### src/rtl/pipeline_hazard_ctrl.sv
`default_nettype none
// ============================================================================
// Module      : pipeline_hazard_ctrl
// Description : Central sequencer for the 5-stage MIPS pipeline registers.
//               Produces per-stage load enables and bubble flushes for
//               load-use stalls, taken-branch flushes and multi-cycle
//               data-memory waits. Runs a data-memory req/ack handshake with
//               a timeout and keeps a saturating stall-cycle counter.
// Revision    : 1.0 - initial release
// ============================================================================
module pipeline_hazard_ctrl #(
    parameter int REG_W       = 5,
    parameter int MEM_TIMEOUT = 15,
    parameter int CNT_W       = 16
) (
    input  logic             clk,
    input  logic             rst_n,
    input  logic [REG_W-1:0] id_rs,
    input  logic [REG_W-1:0] id_rt,
    input  logic             id_uses_rt,
    input  logic             ex_mem_read,
    input  logic [REG_W-1:0] ex_rd,
    input  logic             ex_branch_taken,
    input  logic             mem_req,
    input  logic             mem_ack,
    output logic             pc_en,
    output logic             if_id_en,
    output logic             id_ex_en,
    output logic             ex_mem_en,
    output logic             mem_wb_en,
    output logic             if_id_flush,
    output logic             id_ex_flush,
    output logic             dmem_req,
    output logic             timeout_err,
    output logic [1:0]       state,
    output logic [CNT_W-1:0] stall_cnt
);

    localparam logic [1:0] S_RUN      = 2'd0;
    localparam logic [1:0] S_LU_STALL = 2'd1;
    localparam logic [1:0] S_MEM_WAIT = 2'd2;
    localparam logic [1:0] S_ERR      = 2'd3;

    // Wait counter must be able to hold MEM_TIMEOUT itself
    localparam int         WC_W      = $clog2(MEM_TIMEOUT + 1);
    localparam logic [WC_W-1:0] C_WAIT_LIMIT = WC_W'(MEM_TIMEOUT);
    localparam logic [WC_W-1:0] C_WAIT_ONE   = WC_W'(1);

    logic [1:0]       r_state;
    logic [1:0]       w_state_nxt;
    logic [WC_W-1:0]  r_wait_cnt;
    logic [WC_W-1:0]  w_wait_cnt_nxt;
    logic             r_timeout_err;
    logic             w_err_set;
    logic [CNT_W-1:0] r_stall_cnt;

    logic w_load_use;
    logic w_mem_stall;

    logic w_pc_en, w_if_id_en, w_id_ex_en, w_ex_mem_en, w_mem_wb_en;
    logic w_if_id_flush, w_id_ex_flush, w_dmem_req;

    assign w_load_use  = ex_mem_read && (ex_rd != '0) &&
                         ((ex_rd == id_rs) || (id_uses_rt && (ex_rd == id_rt)));
    assign w_mem_stall = mem_req && !mem_ack;

    // State, wait counter and sticky error registers
    always_ff @(posedge clk or negedge rst_n) begin
        if (!rst_n) begin
            r_state       <= S_RUN;
            r_wait_cnt    <= '0;
            r_timeout_err <= 1'b0;
        end else begin
            r_state    <= w_state_nxt;
            r_wait_cnt <= w_wait_cnt_nxt;
            if (w_err_set) begin
                r_timeout_err <= 1'b1;
            end
        end
    end

    // Next-state, wait-counter and error-set decode
    always_comb begin
        w_state_nxt    = r_state;
        w_wait_cnt_nxt = r_wait_cnt;
        w_err_set      = 1'b0;
        unique case (r_state)
            S_RUN, S_LU_STALL: begin
                if (w_mem_stall) begin
                    w_state_nxt    = S_MEM_WAIT;
                    w_wait_cnt_nxt = C_WAIT_ONE;
                end else if (ex_branch_taken) begin
                    w_state_nxt = S_RUN;
                end else if ((r_state == S_RUN) && w_load_use) begin
                    // The stall lasts one cycle; the hazard check is skipped in LU_STALL
                    w_state_nxt = S_LU_STALL;
                end else begin
                    w_state_nxt = S_RUN;
                end
            end
            S_MEM_WAIT: begin
                if (mem_ack) begin
                    w_state_nxt    = S_RUN;
                    w_wait_cnt_nxt = '0;
                end else if (r_wait_cnt == C_WAIT_LIMIT) begin
                    w_state_nxt = S_ERR;
                    w_err_set   = 1'b1;
                end else begin
                    w_wait_cnt_nxt = r_wait_cnt + C_WAIT_ONE;
                end
            end
            default: begin
                w_state_nxt = S_ERR;
            end
        endcase
    end

    // Pipeline enables, flushes and memory request from state and inputs
    always_comb begin
        w_pc_en       = 1'b1;
        w_if_id_en    = 1'b1;
        w_id_ex_en    = 1'b1;
        w_ex_mem_en   = 1'b1;
        w_mem_wb_en   = 1'b1;
        w_if_id_flush = 1'b0;
        w_id_ex_flush = 1'b0;
        w_dmem_req    = 1'b0;
        unique case (r_state)
            S_RUN, S_LU_STALL: begin
                w_dmem_req = mem_req;
                if (w_mem_stall) begin
                    {w_pc_en, w_if_id_en, w_id_ex_en, w_ex_mem_en, w_mem_wb_en} = '0;
                end else if (ex_branch_taken) begin
                    w_if_id_flush = 1'b1;
                    w_id_ex_flush = 1'b1;
                end else if ((r_state == S_RUN) && w_load_use) begin
                    // Hold PC and IF/ID, inject a bubble into ID/EX
                    w_pc_en       = 1'b0;
                    w_if_id_en    = 1'b0;
                    w_id_ex_flush = 1'b1;
                end
            end
            S_MEM_WAIT: begin
                // Request stays asserted until the ack cycle releases the pipeline
                w_dmem_req = 1'b1;
                if (!mem_ack) begin
                    {w_pc_en, w_if_id_en, w_id_ex_en, w_ex_mem_en, w_mem_wb_en} = '0;
                end
            end
            default: begin
                {w_pc_en, w_if_id_en, w_id_ex_en, w_ex_mem_en, w_mem_wb_en} = '0;
            end
        endcase
    end

    // Saturating count of stalled cycles outside the error state
    always_ff @(posedge clk or negedge rst_n) begin
        if (!rst_n) begin
            r_stall_cnt <= '0;
        end else if ((r_state != S_ERR) && !w_pc_en && (r_stall_cnt != {CNT_W{1'b1}})) begin
            r_stall_cnt <= r_stall_cnt + 1'b1;
        end
    end

    // Controls are held low for as long as reset is asserted
    assign pc_en       = rst_n & w_pc_en;
    assign if_id_en    = rst_n & w_if_id_en;
    assign id_ex_en    = rst_n & w_id_ex_en;
    assign ex_mem_en   = rst_n & w_ex_mem_en;
    assign mem_wb_en   = rst_n & w_mem_wb_en;
    assign if_id_flush = rst_n & w_if_id_flush;
    assign id_ex_flush = rst_n & w_id_ex_flush;
    assign dmem_req    = rst_n & w_dmem_req;

    assign timeout_err = r_timeout_err;
    assign state       = r_state;
    assign stall_cnt   = r_stall_cnt;

endmodule
`default_nettype wire

### config.mk
export PLATFORM = sky130hd
export DESIGN_NAME = pipeline_hazard_ctrl
export DESIGN_NICKNAME = d
export VERILOG_FILES = /design/src/rtl/pipeline_hazard_ctrl.sv
export SDC_FILE = /design/constraint.sdc
export NUM_CORES = 1
export LEC_CHECK = 0
export CORE_MARGIN = 5
export CORE_UTILIZATION = 30
export DETAILED_ROUTE_END_ITERATION = 7
export SLEW_MARGIN = 20
export SYNTH_ARGS = -nofsm -noshare
export SYNTH_HDL_FRONTEND = slang
export SYNTH_SLANG_ARGS = --single-unit
### constraint.sdc
create_clock -name clk -period 3.5 [get_ports clk]
set_input_delay 0.7 -clock clk [delete_from_list [all_inputs] [get_ports clk]]
set_output_delay 0.7 -clock clk [all_outputs]
set_load 0.02 [all_outputs]
==> impl_results.html, run 1 <==
<table>
<tr><th>Metric</th><th>Value</th></tr>
<tr><th colspan="2">Logic synthesis</th></tr>
<tr><td>Flop and latch count out of synthesis</td><td>23</td></tr>
<tr><td>Post-synthesis async set-or-reset flop share</td><td>100%</td></tr>
<tr><td>Post-Synthesis Net Count</td><td>169</td></tr>
<tr><td>Leading cell types by total area after synthesis</td><td>dfrtp_1 (42%), xnor2_1 (9.5%), xor2_1 (7.0%)</td></tr>
<tr><td>Leading post-synthesis cells by instance count</td><td>dfrtp_1 (23), nand2_1 (17), xnor2_1 (15)</td></tr>
<tr><td>Top cell type by total area after synthesis</td><td>dfrtp_1</td></tr>
<tr><td>Unique cell type count in the Yosys netlist</td><td>33</td></tr>
<tr><td>Post-synth top flop</td><td>dfrtp_1</td></tr>
<tr><td>Dominant cell by count in the synthesized netlist</td><td>dfrtp_1</td></tr>
<tr><td>Yosys warning count</td><td>0</td></tr>
<tr><td>Average footprint of a synthesized cell</td><td>9.50 um2</td></tr>
<tr><td>Synthesized instance count</td><td>145</td></tr>
<tr><td>Cell Area, Synth</td><td>1380 um2</td></tr>
<tr><td>Sequential element share of the synthesized area</td><td>41.8%</td></tr>
<tr><td>Share of the synthesized area in the top cell type</td><td>41.8%</td></tr>
<tr><td>Number of flops mapped to enable cells by yosys</td><td>0</td></tr>
<tr><th colspan="2">Routing</th></tr>
<tr><td>Via count</td><td>1203</td></tr>
<tr><td>Average detailed-routed wire length per instance</td><td>13.6 um</td></tr>
<tr><td>Drt first-iter violations</td><td>50</td></tr>
<tr><td>Total routed wirelength</td><td>3350 um</td></tr>
<tr><td>1st-pass router iterations</td><td>4</td></tr>
<tr><td>Number of antenna-violating nets in the routed design</td><td>0</td></tr>
<tr><td>Drc violations</td><td>0</td></tr>
<tr><td>Via-to-Cell Ratio</td><td>4.87</td></tr>
<tr><th colspan="2">Global route</th></tr>
<tr><td>Pin count of the biggest net entering global routing</td><td>24</td></tr>
<tr><td>GRT overflow</td><td>0</td></tr>
<tr><td>Number of global-route vias before repair</td><td>1241</td></tr>
<tr><td>First-pass GRT wire length</td><td>5640 um</td></tr>
<tr><td>All-Layer GR Usage</td><td>11.1%</td></tr>
<tr><td>Antenna violations before repair</td><td>0</td></tr>
<tr><th colspan="2">Layout</th></tr>
<tr><td>Flip-flop and latch area</td><td>576 um2</td></tr>
<tr><td>Layout fillers</td><td>434</td></tr>
<tr><td>Number of antenna repair diodes</td><td>0</td></tr>
<tr><td>Relative area change from synthesis to final layout</td><td>41.7%</td></tr>
<tr><td>Area of the multi-input gates</td><td>752 um2</td></tr>
<tr><td>Total number of nets in the final design</td><td>220</td></tr>
<tr><td>Proportion of layout cells with a drive suffix above 1</td><td>8.72%</td></tr>
<tr><td>Cell Count, Final, Fillers Out</td><td>247</td></tr>
<tr><td>Post-layout utilization of the core</td><td>44.2%</td></tr>
<tr><td>Final non-filler cell area</td><td>1950 um2</td></tr>
<tr><th colspan="2">Placed design</th></tr>
<tr><td>Port buffer count</td><td>48</td></tr>
<tr><td>Dpl cells</td><td>243</td></tr>
<tr><td>Placed standard-cell area</td><td>1900 um2</td></tr>
<tr><td>Post-detailed-placement half-perimeter wirelength</td><td>2650 um</td></tr>
<tr><td>Final weighted congestion in routability-driven placement</td><td>0.752</td></tr>
<tr><th colspan="2">Clock tree</th></tr>
<tr><td>Sink Count</td><td>23</td></tr>
<tr><td>Depth of the CTS H-tree</td><td>1</td></tr>
<tr><td>Number of hold buffers added after CTS</td><td>0</td></tr>
<tr><td>Clock slew seen by the registers of the worst setup and hold paths</td><td>70 ps</td></tr>
<tr><td>Post-CTS setup-driven buffer insertion count</td><td>0</td></tr>
<tr><td>Number of gates given a new drive strength after cts</td><td>0</td></tr>
<tr><td>Root Driver</td><td>clkbuf_8</td></tr>
<tr><td>Later-pin clock latency in the skew report</td><td>260 ps</td></tr>
<tr><td>CTS Buf Count</td><td>3</td></tr>
<tr><td>CTS tree</td><td>done</td></tr>
<tr><td>Buffers from clock root to sink, at most</td><td>2</td></tr>
<tr><th colspan="2">Critical path</th></tr>
<tr><td>Worst setup EP type</td><td>output port</td></tr>
<tr><td>Category of the most critical setup path</td><td>input pin to output port</td></tr>
<tr><td>Endpoint required time on the critical path</td><td>2800 ps</td></tr>
<tr><td>Crit path launch type</td><td>input pin</td></tr>
<tr><td>Arr. time, crit path</td><td>2630 ps</td></tr>
<tr><td>Max Fanout on Critical Path</td><td>3</td></tr>
<tr><th colspan="2">Floorplan</th></tr>
<tr><td>Die width</td><td>77.8 um</td></tr>
<tr><td>I/O pin cnt</td><td>49</td></tr>
<tr><td>Standard-cell rows</td><td>24</td></tr>
<tr><td>Starting density of the core</td><td>31.2%</td></tr>
<tr><td>Die boundary height</td><td>77.8 um</td></tr>
<tr><td>Standard cell core area</td><td>4410 um2</td></tr>
<tr><td>Die Area</td><td>6050 um2</td></tr>
<tr><th colspan="2">STA</th></tr>
<tr><td>Setup Viol. Count Final</td><td>0</td></tr>
<tr><td>Max Transition Viols Final</td><td>0</td></tr>
<tr><td>Unrepaired setup endpoints after global routing</td><td>false</td></tr>
<tr><td>Final critical path time including I/O delays and setup</td><td>3330 ps</td></tr>
<tr><td>Period Utilization, post-route</td><td>95.2%</td></tr>
<tr><td>Setup Total Neg Slack</td><td>0 ps</td></tr>
<tr><td>Clock skew after layout</td><td>5.67 ps</td></tr>
<tr><td>Highest achievable clock rate</td><td>0.300 GHz</td></tr>
<tr><td>Actual transition at the worst max-transition pin</td><td>629 ps</td></tr>
<tr><td>Post-route worst hold slack</td><td>468 ps</td></tr>
<tr><td>Normalized max-slew margin</td><td>57.8%</td></tr>
<tr><td>Hold Vio Cnt, Final</td><td>0</td></tr>
<tr><th colspan="2">Pwr</th></tr>
<tr><td>P per Cell Area</td><td>418 nW/um2</td></tr>
<tr><td>Reported leakage power</td><td>0.000818 uW</td></tr>
<tr><td>Worst IR Drop VDD</td><td>0.356 mV</td></tr>
<tr><th colspan="2">Worst hold path</th></tr>
<tr><td>Hold Crit Class</td><td>register to register</td></tr>
<tr><th colspan="2">Job</th></tr>
<tr><td>Number of max-cap violations</td><td>0</td></tr>
<tr><th colspan="2">Outcome</th></tr>
<tr><td>Status</td><td>completed</td></tr>
</table>
## registers in the layout (all words and copies together), names as in the netlist
signal / flops
state: 2
stall_cnt: 16
r_wait_cnt: 4
timeout_err: 1
## final timing paths
kind,start,endpoint,slack [ps],cells after the start
worst max-delay path,ex_rd[4],id_ex_flush,170,7
worst min-delay path,timeout_err,timeout_err,470,1
worst max register to register,stall_cnt[0],stall_cnt[6],1190,7
worst min register to register,timeout_err,timeout_err,470,1
max in group asynchronous,rst_n,r_wait_cnt[1],2400,2
min in group asynchronous,rst_n,state[0],860,2
## routing by layer
layer | global-route usage [%] | vias up | part of all wire (%)
li1 | - | 600 | -
met5 | 0 | - | 0
met3 | 3.13 | 2 | 7.3
met4 | 2.06 | 0 | 0.24
met2 | 18.6 | 37 | 48
met1 | 14.2 | 564 | 44
## kinds of logic after synthesis
logic type      after synthesis  synth area share [%]
simple gates                 67                  25.9
xor+xnor                     26                  16.5
flops                        23                  41.8
compound gates               17                  8.36
buf+inv                       8                  4.09
mux                           2                  1.54
fa+ha+maj                     2                  1.82
## layout by cell type (no fill, tap or decap)
| master | n |
|---|---|
| o21ai_0 | 2 |
| a211oi_2 | 1 |
| xor2_1 | 11 |
| a21boi_2 | 1 |
| and3_1 | 3 |
| nor4_2 | 1 |
| nand4_1 | 6 |
| and4_1 | 1 |
| a21bo_2 | 1 |
| a21boi_0 | 1 |
| a21o_1 | 1 |
| inv_1 | 3 |
| o22ai_1 | 1 |
| buf_4 | 3 |
| nor3_1 | 4 |
| xnor2_1 | 15 |
| ha_1 | 2 |
| o21a_1 | 1 |
| dfrtp_1 | 23 |
| clkbuf_1 | 1 |
| mux2_2 | 1 |
| clkbuf_8 | 3 |
| or3b_4 | 1 |
| o21bai_1 | 1 |
| nand2_1 | 17 |
| nor3b_1 | 1 |
| or2_2 | 1 |
| and2_1 | 1 |
| clkdlybuf4s50_1 | 48 |
| nand3_1 | 11 |
| nand2b_1 | 6 |
| nor2_1 | 10 |
| mux2i_1 | 1 |
| nor3_2 | 4 |
| a21oi_1 | 7 |
## final cells by class
| class | count | area share, % |
|---|---|---|
| clock buffer | 4 | 2.31 |
| inverter | 3 | 0.577 |
| multi-input combinational | 114 | 38.5 |
| sequential | 23 | 29.5 |
| tap | 52 | 3.33 |
| timing repair buffer | 51 | 25.8 |
## critical path, stage by stage
cell             delay, ps
clkdlybuf4s50_1        550
xnor2_1                140
nand3_1                 90
o22ai_1                270
a21oi_1                110
nor3_1                 140
clkdlybuf4s50_1        630
## report_power, final
group / switching (uW) / internal [uW]
logic: 143 / 149
registers: 57.8 / 307
clock network: 78.6 / 81.1
## stage by stage
step                worst slack [ps]  total power (uW)
global route                    50.4               874
finish                           169               817
detailed placement               124               664
global placement                 157               654
floorplan                        943               525
CTS                              141               828
(Power assumes the default switching activity.)
==> inputs of run 2 (changes only) <==
--- a/config.mk
+++ b/config.mk
@@ -5,6 +5,7 @@
 export SDC_FILE = /design/constraint.sdc
 export NUM_CORES = 1
 export LEC_CHECK = 0
+export ABC_AREA = 1
 export CORE_MARGIN = 5
 export CORE_UTILIZATION = 30
 export DETAILED_ROUTE_END_ITERATION = 7
==> constraint.sdc (replaced) <==
create_clock -name clk -period 3.5 [get_ports clk]
set_input_delay 0.7 -clock clk [delete_from_list [all_inputs] [get_ports clk]]
set_output_delay 0.7 -clock clk [all_outputs]
set_load 0.1 [all_outputs]
==> impl_results.html, run 2 <==
<table>
<tr><th>Metric</th><th>Value</th></tr>
<tr><th colspan="2">Critical path</th></tr>
<tr><td>Worst setup EP type</td><td>output port</td></tr>
<tr><td>Category of the most critical setup path</td><td>input pin to output port</td></tr>
<tr><td>Cell class contributing the biggest share of worst-path delay</td><td>buffers and inverters</td></tr>
<tr><td>Arr. time, crit path</td><td>2370 ps</td></tr>
<tr><td>Slowest stage delay, CP</td><td>530 ps</td></tr>
<tr><td>Endpoint required time on the critical path</td><td>2800 ps</td></tr>
<tr><td>Crit path top cell by count</td><td>nand2_1</td></tr>
<tr><td>Max Fanout on Critical Path</td><td>4</td></tr>
<tr><td>Chain of cells forming the critical path</td><td>clkdlybuf4s50_1, inv_1, nand2_1, nand2_1, nand2_1, inv_1, nor2_4, nand2_1, clkinvlp_4, buf_12</td></tr>
<tr><td>Crit path launch type</td><td>input pin</td></tr>
<tr><td>CP Buf/Inv Count</td><td>5</td></tr>
<tr><td>Slowest cell on the critical path</td><td>clkdlybuf4s50_1</td></tr>
<tr><th colspan="2">Routing</th></tr>
<tr><td>Drc violations</td><td>0</td></tr>
<tr><td>Average detailed-routed wire length per instance</td><td>11.5 um</td></tr>
<tr><td>Number of antenna-violating nets in the routed design</td><td>0</td></tr>
<tr><td>Via count</td><td>1603</td></tr>
<tr><td>Total routed wirelength</td><td>4160 um</td></tr>
<tr><td>Drt first-iter violations</td><td>57</td></tr>
<tr><td>Via-to-Cell Ratio</td><td>4.42</td></tr>
<tr><td>1st-pass router iterations</td><td>6</td></tr>
<tr><th colspan="2">STA</th></tr>
<tr><td>Hold Vio Cnt, Final</td><td>0</td></tr>
<tr><td>Clock skew after layout</td><td>1.67 ps</td></tr>
<tr><td>Normalized max-slew margin</td><td>35.1%</td></tr>
<tr><td>Unrepaired setup endpoints after global routing</td><td>false</td></tr>
<tr><td>Max Transition Viols Final</td><td>0</td></tr>
<tr><td>Highest achievable clock rate</td><td>0.326 GHz</td></tr>
<tr><td>Actual transition at the worst max-transition pin</td><td>971 ps</td></tr>
<tr><td>Period Utilization, post-route</td><td>87.6%</td></tr>
<tr><td>Worst path setup slack after routing</td><td>432 ps</td></tr>
<tr><td>Final critical path time including I/O delays and setup</td><td>3070 ps</td></tr>
<tr><td>Setup Viol. Count Final</td><td>0</td></tr>
<tr><td>Setup Total Neg Slack</td><td>0 ps</td></tr>
<tr><th colspan="2">Floorplan</th></tr>
<tr><td>I/O pin cnt</td><td>49</td></tr>
<tr><td>Die width</td><td>84.5 um</td></tr>
<tr><td>Standard cell core area</td><td>5440 um2</td></tr>
<tr><td>Starting density of the core</td><td>30.6%</td></tr>
<tr><td>Die Area</td><td>7140 um2</td></tr>
<tr><td>Standard-cell rows</td><td>27</td></tr>
<tr><td>Die boundary height</td><td>84.5 um</td></tr>
<tr><th colspan="2">Global route</th></tr>
<tr><td>First-pass GRT wire length</td><td>7050 um</td></tr>
<tr><td>GRT overflow</td><td>0</td></tr>
<tr><td>All-Layer GR Usage</td><td>11.8%</td></tr>
<tr><td>Antenna violations before repair</td><td>0</td></tr>
<tr><td>Number of global-route vias before repair</td><td>1554</td></tr>
<tr><td>Pin count of the biggest net entering global routing</td><td>19</td></tr>
<tr><th colspan="2">Logic synthesis</th></tr>
<tr><td>Yosys warning count</td><td>0</td></tr>
<tr><td>Synthesized instance count</td><td>243</td></tr>
<tr><td>Dominant cell by count in the synthesized netlist</td><td>nand2_1</td></tr>
<tr><td>Post-synthesis async set-or-reset flop share</td><td>100%</td></tr>
<tr><td>Top cell type by total area after synthesis</td><td>dfrtp_1</td></tr>
<tr><td>Flop and latch count out of synthesis</td><td>23</td></tr>
<tr><td>Xor and xnor fraction of the mapped netlist area</td><td>7.89%</td></tr>
<tr><td>Main combinational cell family by area after synthesis</td><td>simple AND/OR/NAND/NOR gates</td></tr>
<tr><td>Share of the synthesized area in the top cell type</td><td>34.6%</td></tr>
<tr><td>Post-synth top flop</td><td>dfrtp_1</td></tr>
<tr><td>Average footprint of a synthesized cell</td><td>6.85 um2</td></tr>
<tr><td>Leading post-synthesis cells by instance count</td><td>nand2_1 (87), nor2_1 (28), inv_1 (27)</td></tr>
<tr><td>Leading cell types by total area after synthesis</td><td>dfrtp_1 (35%), nand2_1 (20%), nand4_1 (6.8%)</td></tr>
<tr><td>Area fraction in and, or, nand and nor cells after synthesis</td><td>43.1%</td></tr>
<tr><td>Post-Synthesis Net Count</td><td>267</td></tr>
<tr><td>Number of flops mapped to enable cells by yosys</td><td>0</td></tr>
<tr><td>Cell Area, Synth</td><td>1670 um2</td></tr>
<tr><td>Adder and majority cell fraction of the synthesized area</td><td>1.50%</td></tr>
<tr><td>Fraction of the mapped netlist area in compound gates</td><td>2.40%</td></tr>
<tr><td>Unique cell type count in the Yosys netlist</td><td>25</td></tr>
<tr><td>Multiplexer area fraction after synthesis</td><td>0%</td></tr>
<tr><td>Sequential element share of the synthesized area</td><td>34.6%</td></tr>
<tr><th colspan="2">Clock tree</th></tr>
<tr><td>Number of gates given a new drive strength after cts</td><td>0</td></tr>
<tr><td>Buffers from clock root to sink, at most</td><td>2</td></tr>
<tr><td>CTS Buf Count</td><td>3</td></tr>
<tr><td>CTS tree</td><td>done</td></tr>
<tr><td>Depth of the CTS H-tree</td><td>1</td></tr>
<tr><td>Number of hold buffers added after CTS</td><td>0</td></tr>
<tr><td>Sink Count</td><td>23</td></tr>
<tr><td>Root Driver</td><td>clkbuf_8</td></tr>
<tr><td>Clock slew seen by the registers of the worst setup and hold paths</td><td>80 ps</td></tr>
<tr><td>Post-CTS setup-driven buffer insertion count</td><td>0</td></tr>
<tr><td>Later-pin clock latency in the skew report</td><td>260 ps</td></tr>
<tr><th colspan="2">Outcome</th></tr>
<tr><td>Status</td><td>completed</td></tr>
<tr><th colspan="2">Pwr</th></tr>
<tr><td>Clk network pwr share</td><td>10.6%</td></tr>
<tr><td>Part of the power in registers</td><td>25.3%</td></tr>
<tr><td>Final Total Pwr</td><td>1550 uW</td></tr>
<tr><td>Reported net switching power</td><td>877 uW</td></tr>
<tr><td>Switching fraction of total power</td><td>56.6%</td></tr>
<tr><td>Share of power burned in combinational logic</td><td>64.1%</td></tr>
<tr><td>Worst IR Drop VDD</td><td>0.382 mV</td></tr>
<tr><td>Internal Dissipation</td><td>673 uW</td></tr>
<tr><td>P per Cell Area</td><td>671 nW/um2</td></tr>
<tr><td>Reported leakage power</td><td>0.00116 uW</td></tr>
<tr><th colspan="2">Layout</th></tr>
<tr><td>Total number of nets in the final design</td><td>316</td></tr>
<tr><td>Relative area change from synthesis to final layout</td><td>38.6%</td></tr>
<tr><td>Leading cell type in the layout, fill and taps excluded</td><td>nand2_1</td></tr>
<tr><td>Proportion of layout cells with a drive suffix above 1</td><td>16.2%</td></tr>
<tr><td>Number of antenna repair diodes</td><td>0</td></tr>
<tr><td>Max FFs per register</td><td>16</td></tr>
<tr><td>Final non-filler cell area</td><td>2310 um2</td></tr>
<tr><td>Most used cells in the layout excluding fill and tap cells</td><td>nand2_1 (87), nor2_1 (27), inv_1 (26)</td></tr>
<tr><th colspan="2">Job</th></tr>
<tr><td>Number of max-cap violations</td><td>0</td></tr>
<tr><th colspan="2">Placed design</th></tr>
<tr><td>Post-placement setup slack</td><td>436 ps</td></tr>
<tr><td>Final weighted congestion in routability-driven placement</td><td>0.794</td></tr>
<tr><td>Port buffer count</td><td>48</td></tr>
<tr><td>Placed standard-cell area</td><td>2260 um2</td></tr>
<tr><td>Post-detailed-placement half-perimeter wirelength</td><td>3220 um</td></tr>
<tr><th colspan="2">Worst hold path</th></tr>
<tr><td>Hold Crit Class</td><td>register to register</td></tr>
</table>
-- run 2: changes by cell type after synthesis, moves of 4 or more --
cell      previous run  this run
a21oi_1              7         3
inv_1                3        27
inv_2                0         6
nand2_1             17        87
nand2b_1             6         0
nand3_2              0         4
nand4_1              6        18
nor2_1              10        28
nor3_2               4         0
xnor2_1             15         6
-- run 2: routing by layer --
layer,vias up,GRT usage (%),routed length (um)
li1,863,-,-
met1,717,14.7,1970
met2,21,21.1,2060
met3,2,1.77,94
met4,0,3.02,36
met5,-,0,0
-- run 2: cell families after synthesis --
group | Yosys count
simple gates | 155
buf+inv | 40
xor+xnor | 15
flops | 23
fa+ha+maj | 2
compound gates | 8
-- run 2: area by class of cell --
class / count / area (um2)
well taps: 72 / 90.1
inverters: 33 / 128
multi-input cells: 180 / 922
repair buffers: 51 / 546
fillers: 575 / 3130
clock buffers: 4 / 45.0
flip-flops and latches: 23 / 578
-- run 2: worst min-delay path: cells and delay by family, from the launching register on --
family                 cells  cell delay (ps)
DFF                        1              350
buffers and inverters      1               40
and+or+nand+nor            1               50
-- run 2: power groups by stage --
stage	registers, uW	clock network, uW	logic (uW)
floorplan	650	0	493
global placement	397	0	993
detailed placement	399	0	1000
CTS	394	176	1000
global route	404	183	1050
finish	392	164	994
-- run 2: final timing paths --
check	startpoint	endpoint	slack (ps)	cells past startpoint
setup reg to reg	stall_cnt[0]	stall_cnt[5]	1590	9
hold reg to reg	timeout_err	timeout_err	470	2
min in group asynchronous	rst_n	state[0]	890	2
hold / removal	timeout_err	timeout_err	470	2
setup / recovery	mem_ack	if_id_en	430	10
max in group asynchronous	rst_n	stall_cnt[11]	2410	2
-- run 2: per-stage QoR --
step,utilization (%),std cells,hold slack [ps]
3_5_place_dp,41.6,359,463
3_3_place_gp,41.6,359,450
5_1_grt,42.4,363,508
2_1_floorplan,-,243,404
6_report,42.4,363,469
4_1_cts,42.4,363,483
